File: src/rtl/stall_mem_responder.sv
// -----------------------------------------------------------------------------
// stall_mem_responder
//   Responder side of the stalling-memory handshake. A direct-mapped,
//   single-word-line, write-through, no-write-allocate cache sits in front of
//   an internal backing word memory with a fixed miss latency.
//
//   Read hits complete combinationally in the request cycle. Read misses and
//   all writes stall for MISS_LATENCY cycles and then complete with Done. On
//   completion, a read miss fills the line. A write updates the backing memory
//   and also updates the line data if the write address is cached.
//
// Parameters
//   MISS_LATENCY : cycles from request to Done for slow accesses (2..15)
//   LINES        : number of cache lines, power of two (2..64)
//   MEM_WORDS    : backing-memory depth in 16-bit words, power of two
//
// Ports
//   clk        in   clock
//   rst        in   asynchronous active-high reset
//   Addr       in   byte address (must be word aligned)
//   DataIn     in   write data
//   Rd         in   read request
//   Wr         in   write request
//   createdump in   reserved, ignored
//   DataOut    out  read data, valid with Done on reads, 0 otherwise
//   Done       out  access completes this cycle
//   Stall      out  access in progress, initiator holds its inputs
//   CacheHit   out  read hit, asserted together with Done
//   err        out  illegal request (Rd&Wr, or misaligned address)
// -----------------------------------------------------------------------------
module stall_mem_responder #(
    parameter int unsigned MISS_LATENCY = 4,
    parameter int unsigned LINES        = 8,
    parameter int unsigned MEM_WORDS    = 256
) (
    input  logic        clk,
    input  logic        rst,
    input  logic [15:0] Addr,
    input  logic [15:0] DataIn,
    input  logic        Rd,
    input  logic        Wr,
    input  logic        createdump,
    output logic [15:0] DataOut,
    output logic        Done,
    output logic        Stall,
    output logic        CacheHit,
    output logic        err
);

    localparam int unsigned IDX_W = $clog2(LINES);
    localparam int unsigned TAG_W = 15 - IDX_W;
    localparam int unsigned MEM_AW = $clog2(MEM_WORDS);
    localparam logic [3:0] CNT_LOAD = 4'(MISS_LATENCY - 1);

    typedef enum logic [1:0] {
        S_IDLE,
        S_BUSY,
        S_DONE
    } state_t;

    state_t state_q, state_d;
    logic [3:0] cnt_q, cnt_d;

    // Latched request
    logic [14:0] req_wa_q;
    logic [15:0] req_wdata_q;
    logic        req_wr_q;
    logic [15:0] rdata_q;

    // Cache and backing storage
    logic [LINES-1:0] line_valid_q;
    logic [TAG_W-1:0] line_tag_q  [LINES];
    logic [15:0]      line_data_q [LINES];
    logic [15:0]      mem_q       [MEM_WORDS];

    // Incoming request decode
    logic [14:0]       wa_in;
    logic [IDX_W-1:0]  idx_in;
    logic [TAG_W-1:0]  tag_in;
    logic              req_illegal;
    logic              req_hit;
    logic              req_slow;

    assign wa_in  = Addr[15:1];
    assign idx_in = wa_in[IDX_W-1:0];
    assign tag_in = wa_in[14:IDX_W];

    assign req_illegal = (Rd && Wr) || ((Rd || Wr) && Addr[0]);
    assign req_hit     = Rd && !req_illegal && line_valid_q[idx_in]
                         && (line_tag_q[idx_in] == tag_in);
    assign req_slow    = (Rd || Wr) && !req_illegal && !req_hit;

    // Latched request decode
    logic [IDX_W-1:0]  req_idx;
    logic [TAG_W-1:0]  req_tag;
    logic [MEM_AW-1:0] req_maddr;
    logic              req_line_hit;
    logic              commit;

    assign req_idx      = req_wa_q[IDX_W-1:0];
    assign req_tag      = req_wa_q[14:IDX_W];
    assign req_maddr    = req_wa_q[MEM_AW-1:0];
    assign req_line_hit = line_valid_q[req_idx] && (line_tag_q[req_idx] == req_tag);
    // The fill or write takes effect on the edge that moves BUSY to DONE.
    assign commit       = (state_q == S_BUSY) && (cnt_q == 4'd1);

    logic unused_createdump;
    assign unused_createdump = createdump;

    // State register
    always_ff @(posedge clk or posedge rst) begin
        if (rst) begin
            state_q <= S_IDLE;
            cnt_q   <= '0;
        end else begin
            state_q <= state_d;
            cnt_q   <= cnt_d;
        end
    end

    // Next-state logic
    always_comb begin
        state_d = state_q;
        cnt_d   = cnt_q;
        case (state_q)
            S_IDLE: begin
                if (req_slow) begin
                    state_d = S_BUSY;
                    cnt_d   = CNT_LOAD;
                end
            end
            S_BUSY: begin
                cnt_d = cnt_q - 4'd1;
                if (cnt_q == 4'd1) begin
                    state_d = S_DONE;
                end
            end
            S_DONE: begin
                state_d = S_IDLE;
                cnt_d   = '0;
            end
            default: begin
                state_d = S_IDLE;
                cnt_d   = '0;
            end
        endcase
    end

    // Output logic; everything is forced low while reset is asserted
    always_comb begin
        DataOut  = '0;
        Done     = 1'b0;
        Stall    = 1'b0;
        CacheHit = 1'b0;
        err      = 1'b0;
        if (!rst) begin
            case (state_q)
                S_IDLE: begin
                    if (req_illegal) begin
                        err = 1'b1;
                    end else if (req_hit) begin
                        Done     = 1'b1;
                        CacheHit = 1'b1;
                        DataOut  = line_data_q[idx_in];
                    end else if (req_slow) begin
                        Stall = 1'b1;
                    end
                end
                S_BUSY: begin
                    Stall = 1'b1;
                end
                S_DONE: begin
                    Done    = 1'b1;
                    DataOut = req_wr_q ? 16'h0000 : rdata_q;
                end
                default: begin
                    DataOut = '0;
                end
            endcase
        end
    end

    // Request latch and read-return register
    always_ff @(posedge clk or posedge rst) begin
        if (rst) begin
            req_wa_q    <= '0;
            req_wdata_q <= '0;
            req_wr_q    <= 1'b0;
            rdata_q     <= '0;
        end else begin
            if (state_q == S_IDLE && req_slow) begin
                req_wa_q    <= wa_in;
                req_wdata_q <= DataIn;
                req_wr_q    <= Wr;
            end
            if (commit && !req_wr_q) begin
                rdata_q <= mem_q[req_maddr];
            end
        end
    end

    // Valid bits are the only cache state cleared by reset
    always_ff @(posedge clk or posedge rst) begin
        if (rst) begin
            line_valid_q <= '0;
        end else if (commit && !req_wr_q) begin
            line_valid_q[req_idx] <= 1'b1;
        end
    end

    // Tag/data arrays and backing memory are not reset. A reset during BUSY
    // returns the FSM to IDLE, so commit never fires and nothing is written.
    always_ff @(posedge clk) begin
        if (commit) begin
            if (req_wr_q) begin
                mem_q[req_maddr] <= req_wdata_q;
                if (req_line_hit) begin
                    line_data_q[req_idx] <= req_wdata_q;
                end
            end else begin
                line_tag_q[req_idx]  <= req_tag;
                line_data_q[req_idx] <= mem_q[req_maddr];
            end
        end
    end

endmodule

File: config.mk
export PLATFORM = sky130hd
export DESIGN_NAME = stall_mem_responder
export DESIGN_NICKNAME = d
export VERILOG_FILES = /design/src/rtl/stall_mem_responder.sv
export SDC_FILE = /design/constraint.sdc
export NUM_CORES = 2
export LEC_CHECK = 0
export CORE_AREA = 8 8 555 557
export CTS_BUF_LIST = sky130_fd_sc_hd__clkbuf_4 sky130_fd_sc_hd__clkbuf_8 sky130_fd_sc_hd__clkbuf_16
export DETAILED_ROUTE_END_ITERATION = 8
export DIE_AREA = 0 0 563 565
export GPL_ROUTABILITY_DRIVEN = 1
export PLACE_DENSITY = 0.77
export SYNTH_ARGS = -nofsm -noshare
export SYNTH_HDL_FRONTEND = slang
export SYNTH_MEMORY_MAX_BITS = 65536
export SYNTH_SLANG_ARGS = --single-unit
File: constraint.sdc
create_clock -name clk -period 3.6 [get_ports clk]
set_input_delay 0.54 -clock clk [delete_from_list [all_inputs] [get_ports clk]]
set_output_delay 0.54 -clock clk [all_outputs]
set_load 0.01 [all_outputs]
Yosys cells after proc, flatten, opt, wreduce, memory -nomap -nowiden
Memories as Yosys holds them, arrays and structs flattened.
Index checks and enable logic that the tools add are counted.
- add/sub/neg operators: 1
- multipliers: 0
- div/mod/pow operators: 0
- order comparisons: 3
- equal/unequal tests: 7
- shifts and indexed selects: 0
- muxes and demuxes: 41
- bitwise operators: 2
- reductions and logical operators: 19
- operators with widths (cell ; count):
    16-bit two-way mux ; 5
    16-bit one-hot mux with 2 select lines ; 1
    1-bit two-way mux ; 25
    12-bit == test ; 2
    1-bit logical AND ; 12
    3-bit by 4-bit less-than comparator with 1-bit output, second input constant ; 2
    8-bit OR ; 1
    4-bit one-hot mux with 2 select lines ; 1
    1-bit binary-select mux with 3-bit select ; 2
    4-bit by 1-bit == test with 1-bit output, second input constant ; 1
    2-bit two-way mux ; 2
    4-bit two-way mux ; 1
    1-bit one-hot mux with 2 select lines ; 2
    2-bit one-hot mux with 2 select lines ; 1
    4-bit by 1-bit subtractor with 4-bit output, second input constant ; 1
    1-bit demux with 3-bit select ; 1
    3-bit by 1-bit greater-or-equal comparator with 1-bit output, second input constant ; 1
    1-bit zero test ; 3
    2-bit by 1-bit == test with 1-bit output, second input constant ; 1
    2-bit == test, second input constant ; 1
    2-bit zero test ; 1
    1-bit logical OR ; 2
    2-bit by 1-bit inequality test with 1-bit output, second input constant ; 1
    2-bit inequality test, second input constant ; 1
    other kinds (2) ; 2
- register bits after elaboration: 62
- latch bits: 0
- bits in writable memories: 4320
- ROM bits: 0
- input port bits: 37
- output and inout port bits: 20
- word-level logic and storage cells: 83
- memories: 3
- memory list (memory ; depth ; bits a word ; rd ports ; clocked after Yosys merged registers in ; wr ports ; RTL line ; source):
    mem_q ; 256 ; 16 ; 1 ; 0 ; 1 ; 74 ; logic [15:0] mem_q [MEM_WORDS];
    line_data_q ; 8 ; 16 ; 1 ; 0 ; 1 ; 73 ; logic [15:0] line_data_q [LINES];
    line_tag_q ; 8 ; 12 ; 2 ; 0 ; 1 ; 72 ; logic [TAG_W-1:0] line_tag_q [LINES];

Longest topological paths before layout
- depth after elaboration: 14
- depth in mapped cells: 13
- gate-level depth less buffers: 9

Worst setup path before layout
Ideal clock, no wire load.
- path kind: register -> register
- from: reg req_wdata_q[0]
- to: mem mem_q[0][0] (data pin)
- setup time: 806 ps
- data arrival time: 3195 ps
- data required time: 2794 ps
- slack: -401 ps
- cell stages (with the launch flop): 1
- buffers on the path: 0
- period minus slack after synthesis: 4001 ps
- cells stage by stage: dfrtp_1
- RTL lines (item ; RTL line ; source):
    start: declaration ; 66 ; logic [15:0] req_wdata_q;
    start signal: assignment ; 193 ; req_wdata_q <= DataIn;
    end: declaration ; 74 ;
No word-level cell before the write port.

Final worst setup path
- from: reg req_wa_q[0]
- to: mem line_data_q[5][9] (data pin)
- word-level cells in the longest chain between the ends: 2
- RTL lines (item ; RTL line ; source):
    start: declaration ; 65 ; logic [14:0] req_wa_q;
    start signal: assignment ; 192 ; req_wa_q <= wa_in;
    memory 256 x 16 bit ; -- ;
    16-bit two-way mux (no source line) ; -- ;
    end: declaration ; 73 ;
No other way between the ends.

==> impl_results.md <==
* Core area at 298800 sq um
* Final Hold Viols at 0
* Max clock buf depth at 4
* Total power at 170.8 mW
* Leak at 65.00 nW
* Fmax at 0.2394 GHz
* Die width at 563 microns
* Asr flop ratio synth at roughly 1.4%
* CTS clk-pin slew, worst paths at 60 ps
* Crit. End Element: flop
* Syn_nets at 7456
* First-pass GRT wire length at 719700 microns
* Critical path's slowest cell: mux4_2
* FP Rows at around 200
* Share of cells above drive strength 1 at 38.20%
* Post-Synthesis Cells at ~7400
* Pwr dens at 848.7 nW/um^2
* DRT antenna net count at 0
* Yosys warns at 0
* Req. time, crit path at 4330 ps
* Clock skew at 87.43 ps
* I/O pins at between 50 and 60
* Die area at ~320000 sq um
* Dominant cells by area after synthesis: edfxtp_1 (76%), mux4_2 (16%), mux2i_1 (1.3%)
* Worst-Skew Late Latency at 1030 ps
* Startpoint types: flop
* Worst hold path class: input port to flop
* # DRC at 7
* Reg area at 131400 sq um
* Number of synthesized flops with an enable pin at 4320
* Most frequent cells after synthesis: edfxtp_1 (4320), mux4_2 (1227), nor2_1 (340), nand2_1 (246), mux2i_1 (213)
* Seq/Total Area, Yosys at between 70 and 80%
* Die Span Y at ~570 microns
* Post-synthesis cell type count at 76
* Via count at 92790
* Tmin final at 4176 ps
* Cell mode on critical path: buf_12
* Worst-path cell chain: buf_12 -> buf_12 -> buf_16 -> buf_12 -> mux4_2 -> mux4_2 -> a22oi_2 -> nand2_2 -> nor3_4 -> buf_4 -> nand4_1 -> buf_6 -> o21a_4
* CP bufs+invs at 6
* Post-DP HPWL at 290600 microns
* Clk root buf: clkbuf_16
* Area share of the largest cell type after synthesis at 76.43%
* Final wirelength at 533400 microns
* Critical Path Max Stage Delay at 580 ps
* Min Hold Slack at approximately 57 ps
* DR iter-0 viols at 16684
* Number of port buffers at between 50 and 60
* Post-route setup slack at -576.4 ps
* GPL Wtd Cong at roughly 1.0
* Core Util, Final at roughly two thirds
* Multi-input gate area at 37380 sq um
* Grt total ovfl at 0
* # setup viols final at 240
* CP max FO at 8
* Yosys top cell by area: edfxtp_1
* Max capacitance violation total at 0
* Vias in the first global route at 92207
* Drt wl/cell at approximately 41 microns
* Clock buffer count from CTS at approximately 420
* Final net count at 8674
* Antenna violations before repair at 37
* GRT Resource Usage Total at approximately a third
* Post-synthesis cell area at 169700 sq um
* Status: complete, but fails checks
* Most used flip-flop cell after synthesis: edfxtp_1
* Max_slew headroom at under 10%
* Starting Density at 56.81%
* Period utilization at 116.0%
* Max rail drop VDD at 0.7236 mV
* Via-to-Cell Ratio at between 7 and 8
* Cts hold-fix bufs at 0
* WS Path Type: flop to flop
* Violated checks: design-rule violations, negative setup slack
* RSZ-0062 raised after global routing: true
* H-tree depth at 5
* Count leader, synth: edfxtp_1
* CTS tree: done
* DR pass1 iterations at 9
* Fill cell count at 16940
* Layout area overhead at 18.56%
* Worst Max-Slew Pin Slew at 1483 ps
* Slew Viols, Final at 0
* Avg Cell Area, Syn at roughly 23 sq um
* #FFs+latches synth at 4382
* CP top delay family: multiplexers
* Clock sink count at 4382
* Critical Path AT at 4910 ps
* Largest net degree at the start of global routing at around 150
## cells in the final DEF (no fill, tap or decap), types with 92 or more instances in the layout
master     count
buf_12       247
buf_4        832
clkbuf_16    427
clkinv_1      92
edfxtp_1    4320
mux2i_1      200
mux4_2      1227
nand2_1      241
nor2_1       201
nor2_2       134
## power by group
group | internal, mW | leakage (nW) | switching (mW)
registers | 64.2 | 39.6 | 3.07
clock network | 26.2 | 7.10 | 20.3
logic | 22.9 | 18.3 | 34.1
## worst register-to-register path, stage by stage, from the launching register on
cell     delay, ps
dfrtp_4        420
buf_12         200
buf_12         210
buf_16         130
buf_12         130
mux4_2         550
mux4_2         580
a22oi_2        450
nand2_2        160
nor3_4         490
buf_4          200
nand4_1        110
buf_6          160
o21a_4         140
## logic make-up (layout without fill, tap and decap cells)
kind of cell	Yosys count	count (layout)	synth area share, %
muxes	1484	1484	17.83
xor gates and xnor gates	22	22	0.1135
AOI/OAI and AO/OA	284	284	1.199
adders and majority gates	3	3	0.02064
and+or+nand+nor	814	814	2.125
DFF	4382	4382	77.34
buffers and inverters	428	1999	1.368
other	0	24	0
## stage by stage
step                      worst slack [ps]  cells  setup TNS, ps  cell area (sq um)
after global routing                -484.1  12948         -67760             201200
after CTS                           -496.9  12857         -64780             199700
final                               -576.4  12970         -53230             201200
after detailed placement             -1480  12054        -115920             184500
after global placement               -1398  12054         -98170             184500
after floorplan                     -144.5   7417          -6405             169800
## final timing paths
check / startpoint / endpoint / slack [ps] / cells after the start
setup / recovery: req_wa_q[0]$_DFFE_PP0P_ / line_data_q[5][9]$_DFFE_PP_ / -580 / 13
hold / removal: Addr[3] / req_wa_q[2]$_DFFE_PP0P_ / 60 / 3
setup reg to reg: req_wa_q[0]$_DFFE_PP0P_ / line_data_q[5][9]$_DFFE_PP_ / -580 / 13
hold reg to reg: line_valid_q[4]$_DFFE_PP0P_ / line_valid_q[4]$_DFFE_PP0P_ / 500 / 1
max in group asynchronous: rst / req_wa_q[3]$_DFFE_PP0P_ / 2440 / 3
min in group asynchronous: rst / rdata_q[10]$_DFFE_PP0P_ / 370 / 3
## timing repair
item,CTS,global route
cloned,2,6
hold endpoints to repair,0,0
gates resized for setup,216,153
setup endpoints to repair,291,344
buffers inserted,27,85
pin swaps,35,47
## per-layer routing
metal  wire [microns]  GRT usage, %  vias to the layer above
li1                 -             -                    33967
met1           161100         38.99                    47299
met2           245000         49.97                     9405
met5              237        0.1656                        -
met4            45890         21.22                       18
met3            81160         11.53                     2101
## area by class of cell
| type | instances | area share, % |
|---|---|---|
| diodes | 24 | 0.02984 |
| flip-flops and latches | 4382 | 65.28 |
| multi-input cells | 2607 | 18.58 |
| clock inverters | 286 | 1.679 |
| repair buffers | 1213 | 6.469 |
| clock buffers | 488 | 5.483 |
| well taps | 3958 | 2.461 |
| inverters | 12 | 0.02611 |
## registers in the layout, summed over array words and instances, names as in the netlist
register / count
req_wr_q: 1
req_wa_q: 15
line_data_q: 128
rdata_q: 16
line_tag_q: 96
mem_q: 4096
state_q: 2
cnt_q: 4
req_wdata_q: 16
line_valid_q: 8
Power figures use the tool's default switching activity.
